<file path="src/rtl/edge_event_arbiter_pkg.sv">
// Shared defaults and helpers for the edge event arbiter.
package edge_arb_pkg;

    localparam int N_CH_DEF = 4;
    localparam int TS_W_DEF = 16;

    function automatic int idx_w(input int n);
        return (n < 2) ? 1 : $clog2(n);
    endfunction

endpackage

</file>
<file path="src/rtl/edge_event_arbiter_if.sv">
// Event bus: monitored lines in, one timestamped event out.
interface edge_event_arbiter_if
    import edge_arb_pkg::*;
#(
    parameter int N_CH = N_CH_DEF,
    parameter int TS_W = TS_W_DEF
);

    localparam int IW = idx_w(N_CH);

    logic [N_CH-1:0] in;
    logic            out_valid;
    logic            out_ready;
    logic [IW-1:0]   out_idx;
    logic [TS_W-1:0] out_ts;
    logic [N_CH-1:0] pending;
    logic [N_CH-1:0] ovf;
    logic            clr_ovf;

    modport master (
        input  in, out_ready, clr_ovf,
        output out_valid, out_idx, out_ts, pending, ovf
    );

    modport slave (
        output in, out_ready, clr_ovf,
        input  out_valid, out_idx, out_ts, pending, ovf
    );

endinterface

</file>
<file path="src/rtl/edge_event_arbiter_capture.sv">
// One channel: edge detect, pending flag, timestamp latch, sticky overflow.
module edge_capture
    import edge_arb_pkg::*;
#(
    parameter bit INIT   = 1'b0,
    parameter bit ACTIVE = 1'b1,
    parameter int TS_W   = TS_W_DEF
) (
    input  logic            clk,
    input  logic            rst_n,
    input  logic            in,
    input  logic [TS_W-1:0] ts,
    input  logic            accept,
    input  logic            clr_ovf,
    output logic            pending,
    output logic [TS_W-1:0] ts_q,
    output logic            ovf
);

    logic last;
    logic hit;
    logic take;

    assign hit  = (last == !ACTIVE) && (in == ACTIVE);
    // an edge landing on the accept cycle re-arms instead of overflowing
    assign take = hit && (!pending || accept);

    always_ff @(posedge clk) begin
        if (!rst_n) begin
            last    <= INIT;
            pending <= 1'b0;
            ts_q    <= '0;
            ovf     <= 1'b0;
        end else begin
            last <= in;
            if (hit)
                pending <= 1'b1;
            else if (accept)
                pending <= 1'b0;
            if (take)
                ts_q <= ts;
            if (hit && pending && !accept)
                ovf <= 1'b1;
            else if (clr_ovf)
                ovf <= 1'b0;
        end
    end

endmodule

</file>
<file path="src/rtl/edge_event_arbiter.sv">
// Per-channel edge capture, round-robin pick, one-deep output register.
module edge_event_arbiter
    import edge_arb_pkg::*;
#(
    parameter int N_CH   = N_CH_DEF,
    parameter bit INIT   = 1'b0,
    parameter bit ACTIVE = 1'b1,
    parameter int TS_W   = TS_W_DEF
) (
    input  logic                 clk,
    input  logic                 rst_n,
    edge_event_arbiter_if.master bus
);

    localparam int IW = idx_w(N_CH);
    localparam logic [IW:0] NCH_W = (IW+1)'(N_CH);

    logic [TS_W-1:0] ts;
    logic [TS_W-1:0] ts_q [N_CH];
    logic [N_CH-1:0] pending;
    logic [N_CH-1:0] ovf;
    logic [N_CH-1:0] acc_oh;
    logic [N_CH-1:0] cand;
    logic            accept;
    logic            free;
    logic            found;
    logic [IW:0]     pos;
    logic [IW-1:0]   sel;
    logic [IW-1:0]   sel_nxt;
    logic [IW-1:0]   rr_ptr;
    logic            valid_q;
    logic [IW-1:0]   idx_q;
    logic [TS_W-1:0] ts_out_q;

    for (genvar i = 0; i < N_CH; i++) begin : g_ch
        edge_capture #(
            .INIT  (INIT),
            .ACTIVE(ACTIVE),
            .TS_W  (TS_W)
        ) u_cap (
            .clk    (clk),
            .rst_n  (rst_n),
            .in     (bus.in[i]),
            .ts     (ts),
            .accept (acc_oh[i]),
            .clr_ovf(bus.clr_ovf),
            .pending(pending[i]),
            .ts_q   (ts_q[i]),
            .ovf    (ovf[i])
        );
    end

    assign accept = valid_q && bus.out_ready;
    assign free   = !valid_q || accept;
    assign cand   = pending & ~acc_oh;

    always_comb begin
        acc_oh = '0;
        for (int i = 0; i < N_CH; i++)
            acc_oh[i] = accept && (idx_q == IW'(i));
    end

    // first candidate at or after rr_ptr, wrapping at N_CH
    always_comb begin
        found = 1'b0;
        sel   = '0;
        pos   = '0;
        for (int j = 0; j < N_CH; j++) begin
            pos = {1'b0, rr_ptr} + (IW+1)'(j);
            if (pos >= NCH_W)
                pos = pos - NCH_W;
            if (!found && cand[pos[IW-1:0]]) begin
                found = 1'b1;
                sel   = pos[IW-1:0];
            end
        end
    end

    assign sel_nxt = (sel == IW'(N_CH-1)) ? '0 : sel + IW'(1);

    always_ff @(posedge clk) begin
        if (!rst_n) begin
            ts       <= '0;
            rr_ptr   <= '0;
            valid_q  <= 1'b0;
            idx_q    <= '0;
            ts_out_q <= '0;
        end else begin
            ts <= ts + TS_W'(1);
            if (free) begin
                valid_q <= found;
                if (found) begin
                    idx_q    <= sel;
                    ts_out_q <= ts_q[sel];
                    rr_ptr   <= sel_nxt;
                end
            end
        end
    end

    assign bus.out_valid = valid_q;
    assign bus.out_idx   = idx_q;
    assign bus.out_ts    = ts_out_q;
    assign bus.pending   = pending;
    assign bus.ovf       = ovf;

endmodule

</file>
<file path="src/flat_wrapper.sv">
// flat-port wrapper written by rule: the top's interface ports become plain ports
module edge_event_arbiter_flat import edge_arb_pkg::*;
#(
    parameter int N_CH   = N_CH_DEF,
    parameter bit INIT   = 1'b0,
    parameter bit ACTIVE = 1'b1,
    parameter int TS_W   = TS_W_DEF
)
  (clk, rst_n, bus_in, bus_out_ready, bus_clr_ovf, bus_out_valid, bus_out_idx, bus_out_ts, bus_pending, bus_ovf);
  edge_event_arbiter_if #(.N_CH(N_CH), .TS_W(TS_W)) bus_i ();
  input  logic clk;
  input  logic rst_n;
  input wire logic [$bits(bus_i.in)-1:0] bus_in;
  input wire logic [$bits(bus_i.out_ready)-1:0] bus_out_ready;
  input wire logic [$bits(bus_i.clr_ovf)-1:0] bus_clr_ovf;
  output wire logic [$bits(bus_i.out_valid)-1:0] bus_out_valid;
  output wire logic [$bits(bus_i.out_idx)-1:0] bus_out_idx;
  output wire logic [$bits(bus_i.out_ts)-1:0] bus_out_ts;
  output wire logic [$bits(bus_i.pending)-1:0] bus_pending;
  output wire logic [$bits(bus_i.ovf)-1:0] bus_ovf;
  assign bus_i.in = bus_in;
  assign bus_i.out_ready = bus_out_ready;
  assign bus_i.clr_ovf = bus_clr_ovf;
  assign bus_out_valid = bus_i.out_valid;
  assign bus_out_idx = bus_i.out_idx;
  assign bus_out_ts = bus_i.out_ts;
  assign bus_pending = bus_i.pending;
  assign bus_ovf = bus_i.ovf;
  edge_event_arbiter #(.N_CH(N_CH), .INIT(INIT), .ACTIVE(ACTIVE), .TS_W(TS_W)) u_core (.clk(clk), .rst_n(rst_n), .bus(bus_i));
endmodule
</file>
<file path="config.mk">
export PLATFORM = sky130hd
export DESIGN_NAME = edge_event_arbiter_flat
export DESIGN_NICKNAME = d
export VERILOG_FILES = /design/src/rtl/edge_event_arbiter_pkg.sv /design/src/rtl/edge_event_arbiter_if.sv /design/src/rtl/edge_event_arbiter_capture.sv /design/src/rtl/edge_event_arbiter.sv /design/src/flat_wrapper.sv
export SDC_FILE = /design/constraint.sdc
export NUM_CORES = 1
export LEC_CHECK = 0
export ABC_AREA = 1
export BUFFER_PORTS_ARGS = -buffer_cell sky130_fd_sc_hd__buf_2
export CELL_PAD_IN_SITES_DETAIL_PLACEMENT = 2
export CELL_PAD_IN_SITES_GLOBAL_PLACEMENT = 2
export CORE_ASPECT_RATIO = 2
export CORE_MARGIN = 2
export CORE_UTILIZATION = 37
export CTS_CLUSTER_SIZE = 10
export DETAILED_ROUTE_END_ITERATION = 7
export GPL_TIMING_DRIVEN = 0
export PLACE_DENSITY = 0.89
export SYNTH_ARGS = -nofsm -noshare
export SYNTH_HDL_FRONTEND = slang
export SYNTH_HIERARCHICAL = 1
export SYNTH_SLANG_ARGS = --single-unit
</file>
<file path="constraint.sdc">
create_clock -name clk -period 4 [get_ports clk]
set_clock_uncertainty 0.05 [all_clocks]
set_input_delay 0.8 -clock clk [delete_from_list [all_inputs] [get_ports clk]]
set_output_delay 0.8 -clock clk [all_outputs]
set_load 0.01 [all_outputs]
</file>
==> summary.md <==
| Metric | Value |
|---|---|
| Drt initial violations | 277 |
| Leak Pwr | just over 3 nW |
| Port bufs | 33 |
| Fin. max-slew vios | 0 |
| First-pass detailed-route iteration total | 6 |
| Gr ovfl total | 0 |
| Place WS | around 0.94 ns |
| Worst hold path type | reg -> reg |
| Initial Utilization | around 37% |
| Fin crit period | 2.756 ns |
| Worst VDD drop | 403.8 uV |
| Rows | 65 |
| Post-DP HPWL | 17020 um |
| CTS tree | built |
| Clock transition at path regs | 0.06 ns |
| Netlist cell types | 31 |
| CTS max path bufs | 2 |
| Mean Syn Cell Area | 6.734 sq um |
| DRC viols | 0 |
| Power Density | 781.8 nW/um^2 |
| WS Path Type | in -> reg |
| Number of routed nets with antenna violations | 0 |
| Worst-margin pin slew | 0.6621 ns |
| First-pass GRT wire length | 41140 um |
| Outcome | finished clean |
| Slew HR | 55.86% |
| Sequential area share after synthesis | 38.53% |
| Final hold vios | 0 |
| Io pins | 35 |
| Routability congestion estimate | 0.8415 |
| Die X | 93.08 um |
| Startpoint Class | input pin |
| Final worst path period share | 68.90% |
| Post-cts hold buffer count | 0 |
| Worst-Skew Late Latency | between 0.4 and 0.5 ns |
| Vias/cell | 5.379 |
| Root Buffer Master | clkbuf_16 |
| P_int | 0.003067 W |
| Total track usage | around a third |
| Hold Slack | approximately 0.42 ns |
| Worst EP arrival | 3.05 ns |
| Reg2reg setup slack | 1.28 ns |
| Final setup violation count | 0 |
| Synthesized flop and latch total | 113 |
| Nets@finish | 933 |
| Layout cell share with drive strength beyond 1 | 15.71% |
| Post-route cell area | 6907 sq um |
| Gate Count Post-Synth | around 870 |
| DR vias | 6116 |
| Post-Syn Nets | between 800 and 900 |
| Average wire per standard cell | 23.31 um |
| PnR worst setup slack | 1.244 ns |
| Post-Syn Area | 5872 sq um |
| H-tree levels | 4 |
| P_sw | around 0.0023 W |
| DIE AREA | 16960 sq um |
| Post_cts resized | 0 |
| # diodes | 0 |
| Dpl cell area | 6289 sq um |
| Clock Sink Count | 113 |
| Core area | 15700 sq um |
| Non-Filler Instances | approximately 1100 |
| CP Capture Type | flop |
| Max Fclk | ~0.36 GHz |
| Power share of the combinational group | between 40 and 50% |
| Antenna violations before repair | 0 |
| Vias in the first global route | 7046 |
| Final wirelength | 26500 um |
| Register share of total power | between 20 and 30% |
| Max FO, Critical Path | 10 |
| Total negative slack | 0 ns |
| Placed Instances | 1106 |
| Max cap viols | 0 |
| Net Sw Frac | a little over two fifths |
| Die height | approximately 180 um |
| Synth-to-Final Area Change | 17.62% |
| Num CTS Buffers | 17 |
| Clock power frac | 30.5% |
| Critical Path RT | roughly 4.3 ns |
| Post-CTS setup buffer count | 0 |
| RSZ-0062 raised after global routing | false |
| Warnings from Yosys | 6 |
| Largest net degree at the start of global routing | 17 |
cells in the final DEF (no fill, tap or decap), drive strengths merged, types with 3 or more instances in the layout:
| cell type | instances |
|---|---|
| clkbuf | 22 |
| nand3 | 110 |
| nand4 | 3 |
| o21ai | 9 |
| bufinv | 4 |
| nor2 | 150 |
| o21a | 5 |
| dfxtp | 113 |
| a21oi | 81 |
| nor3b | 14 |
| nand2 | 179 |
| buf | 78 |
| nor3 | 8 |
| nor4 | 3 |
| a21boi | 4 |
| inv | 142 |
| clkinv | 6 |
sequential cells by signal (all words and copies together) (netlist names):
signal / cells
u_core/g_ch.u_cap/ovf: 4
u_core/bus.out_idx: 2
u_core/bus.out_valid: 1
u_core/ts: 16
u_core/bus.out_ts: 16
u_core/rr_ptr: 2
u_core/g_ch.u_cap/pending: 4
u_core/g_ch.u_cap/last: 4
u_core/g_ch.u_cap/ts_q: 64
critical path, stage by stage:
cell     delay (ns)
buf_2          0.09
nand2_1        0.06
inv_2          0.08
nand2_1        0.14
nand3_1        0.17
nand2_1        0.10
nand2_1        0.11
nand2_1        0.11
nor2_1         0.18
nor2_2         0.08
nand2_4        0.12
nand2_4        0.08
inv_2          0.11
buf_2          0.23
nand2_1        0.10
nand3_1        0.21
nand2_1        0.12
nor2_1         0.17
power groups by stage:
| stage | clock network [W] | logic [W] | registers (W) |
|---|---|---|---|
| floorplan | 0 | 0.00146 | 0.00140 |
| global placement | 0 | 0.00211 | 0.00139 |
| detailed placement | 0 | 0.00218 | 0.00140 |
| CTS | 0.00167 | 0.00234 | 0.00139 |
| global route | 0.00171 | 0.00251 | 0.00140 |
| finish | 0.00165 | 0.00236 | 0.00139 |
cell families (layout without fill, tap and decap cells):
group                    count (synthesis)  count (layout)  synth area share, %
adder cells (fa/ha/maj)                  1               1               0.2130
buffers and inverters                  189             253                15.17
XOR/XNOR                                 1               1               0.4688
AO/OA/AOI/OAI                          100             100                9.397
AND/OR/NAND/NOR                        468             468                36.22
flip-flops                             113             113                38.53
cell usage after synthesis, drive strengths merged:
library cell / number / area, sq um
nand3: 110 / 583.1
nand2: 179 / 721.9
nor4: 3 / 18.77
clkbuf: 2 / 7.510
inv: 142 / 533.0
a21boi: 4 / 30.03
xnor2: 1 / 27.53
nor3b: 14 / 105.1
buf: 45 / 350.3
and3: 1 / 6.260
ha: 1 / 12.51
o21ai: 9 / 67.56
a211oi: 1 / 7.510
nand4: 3 / 18.77
a21oi: 81 / 409.1
nor2: 150 / 633.1
o21a: 5 / 37.54
dfxtp: 113 / 2262
nor3: 8 / 40.04
per-stage QoR:
step                      power [W]  util (%)
after global routing       0.005629     44.00
final                      0.005400     44.00
after global placement     0.003506     40.06
after detailed placement   0.003581     40.06
after CTS                  0.005400     44.00
after floorplan            0.002856         -
path summary, 6_finish.rpt:
check                                  end                     start  cells past startpoint
setup reg to reg             u_core/ts[14]              u_core/ts[1]                      9
hold / removal    u_core/g_ch[1].u_cap/ovf  u_core/g_ch[1].u_cap/ovf                      2
hold reg to reg   u_core/g_ch[1].u_cap/ovf  u_core/g_ch[1].u_cap/ovf                      2
setup / recovery      u_core/bus.out_ts[2]             bus_out_ready                     18
per-layer routing:
| layer | vias to the layer above | global-route usage [%] | routed length (um) |
|---|---|---|---|
| li1 | 2817 | - | - |
| met1 | 3054 | 32.99 | 9549 |
| met2 | 165 | 60.67 | 14340 |
| met3 | 80 | 4.996 | 762 |
| met4 | 0 | 22.12 | 1849 |
| met5 | - | 0 | 0 |
final cells by class:
type | instances | area, sq um
Buffer | 47 | 357.8
Fill cell | 1929 | 8790
Sequential cell | 113 | 2262
Clock buffer | 20 | 456.7
Inverter | 142 | 533.0
Timing Repair Buffer | 33 | 165.2
Multi-Input combinational cell | 570 | 2719
Tap cell | 201 | 251.5
Clock inverter | 11 | 161.4
Note: power is estimated with default switching activity, not from simulation.
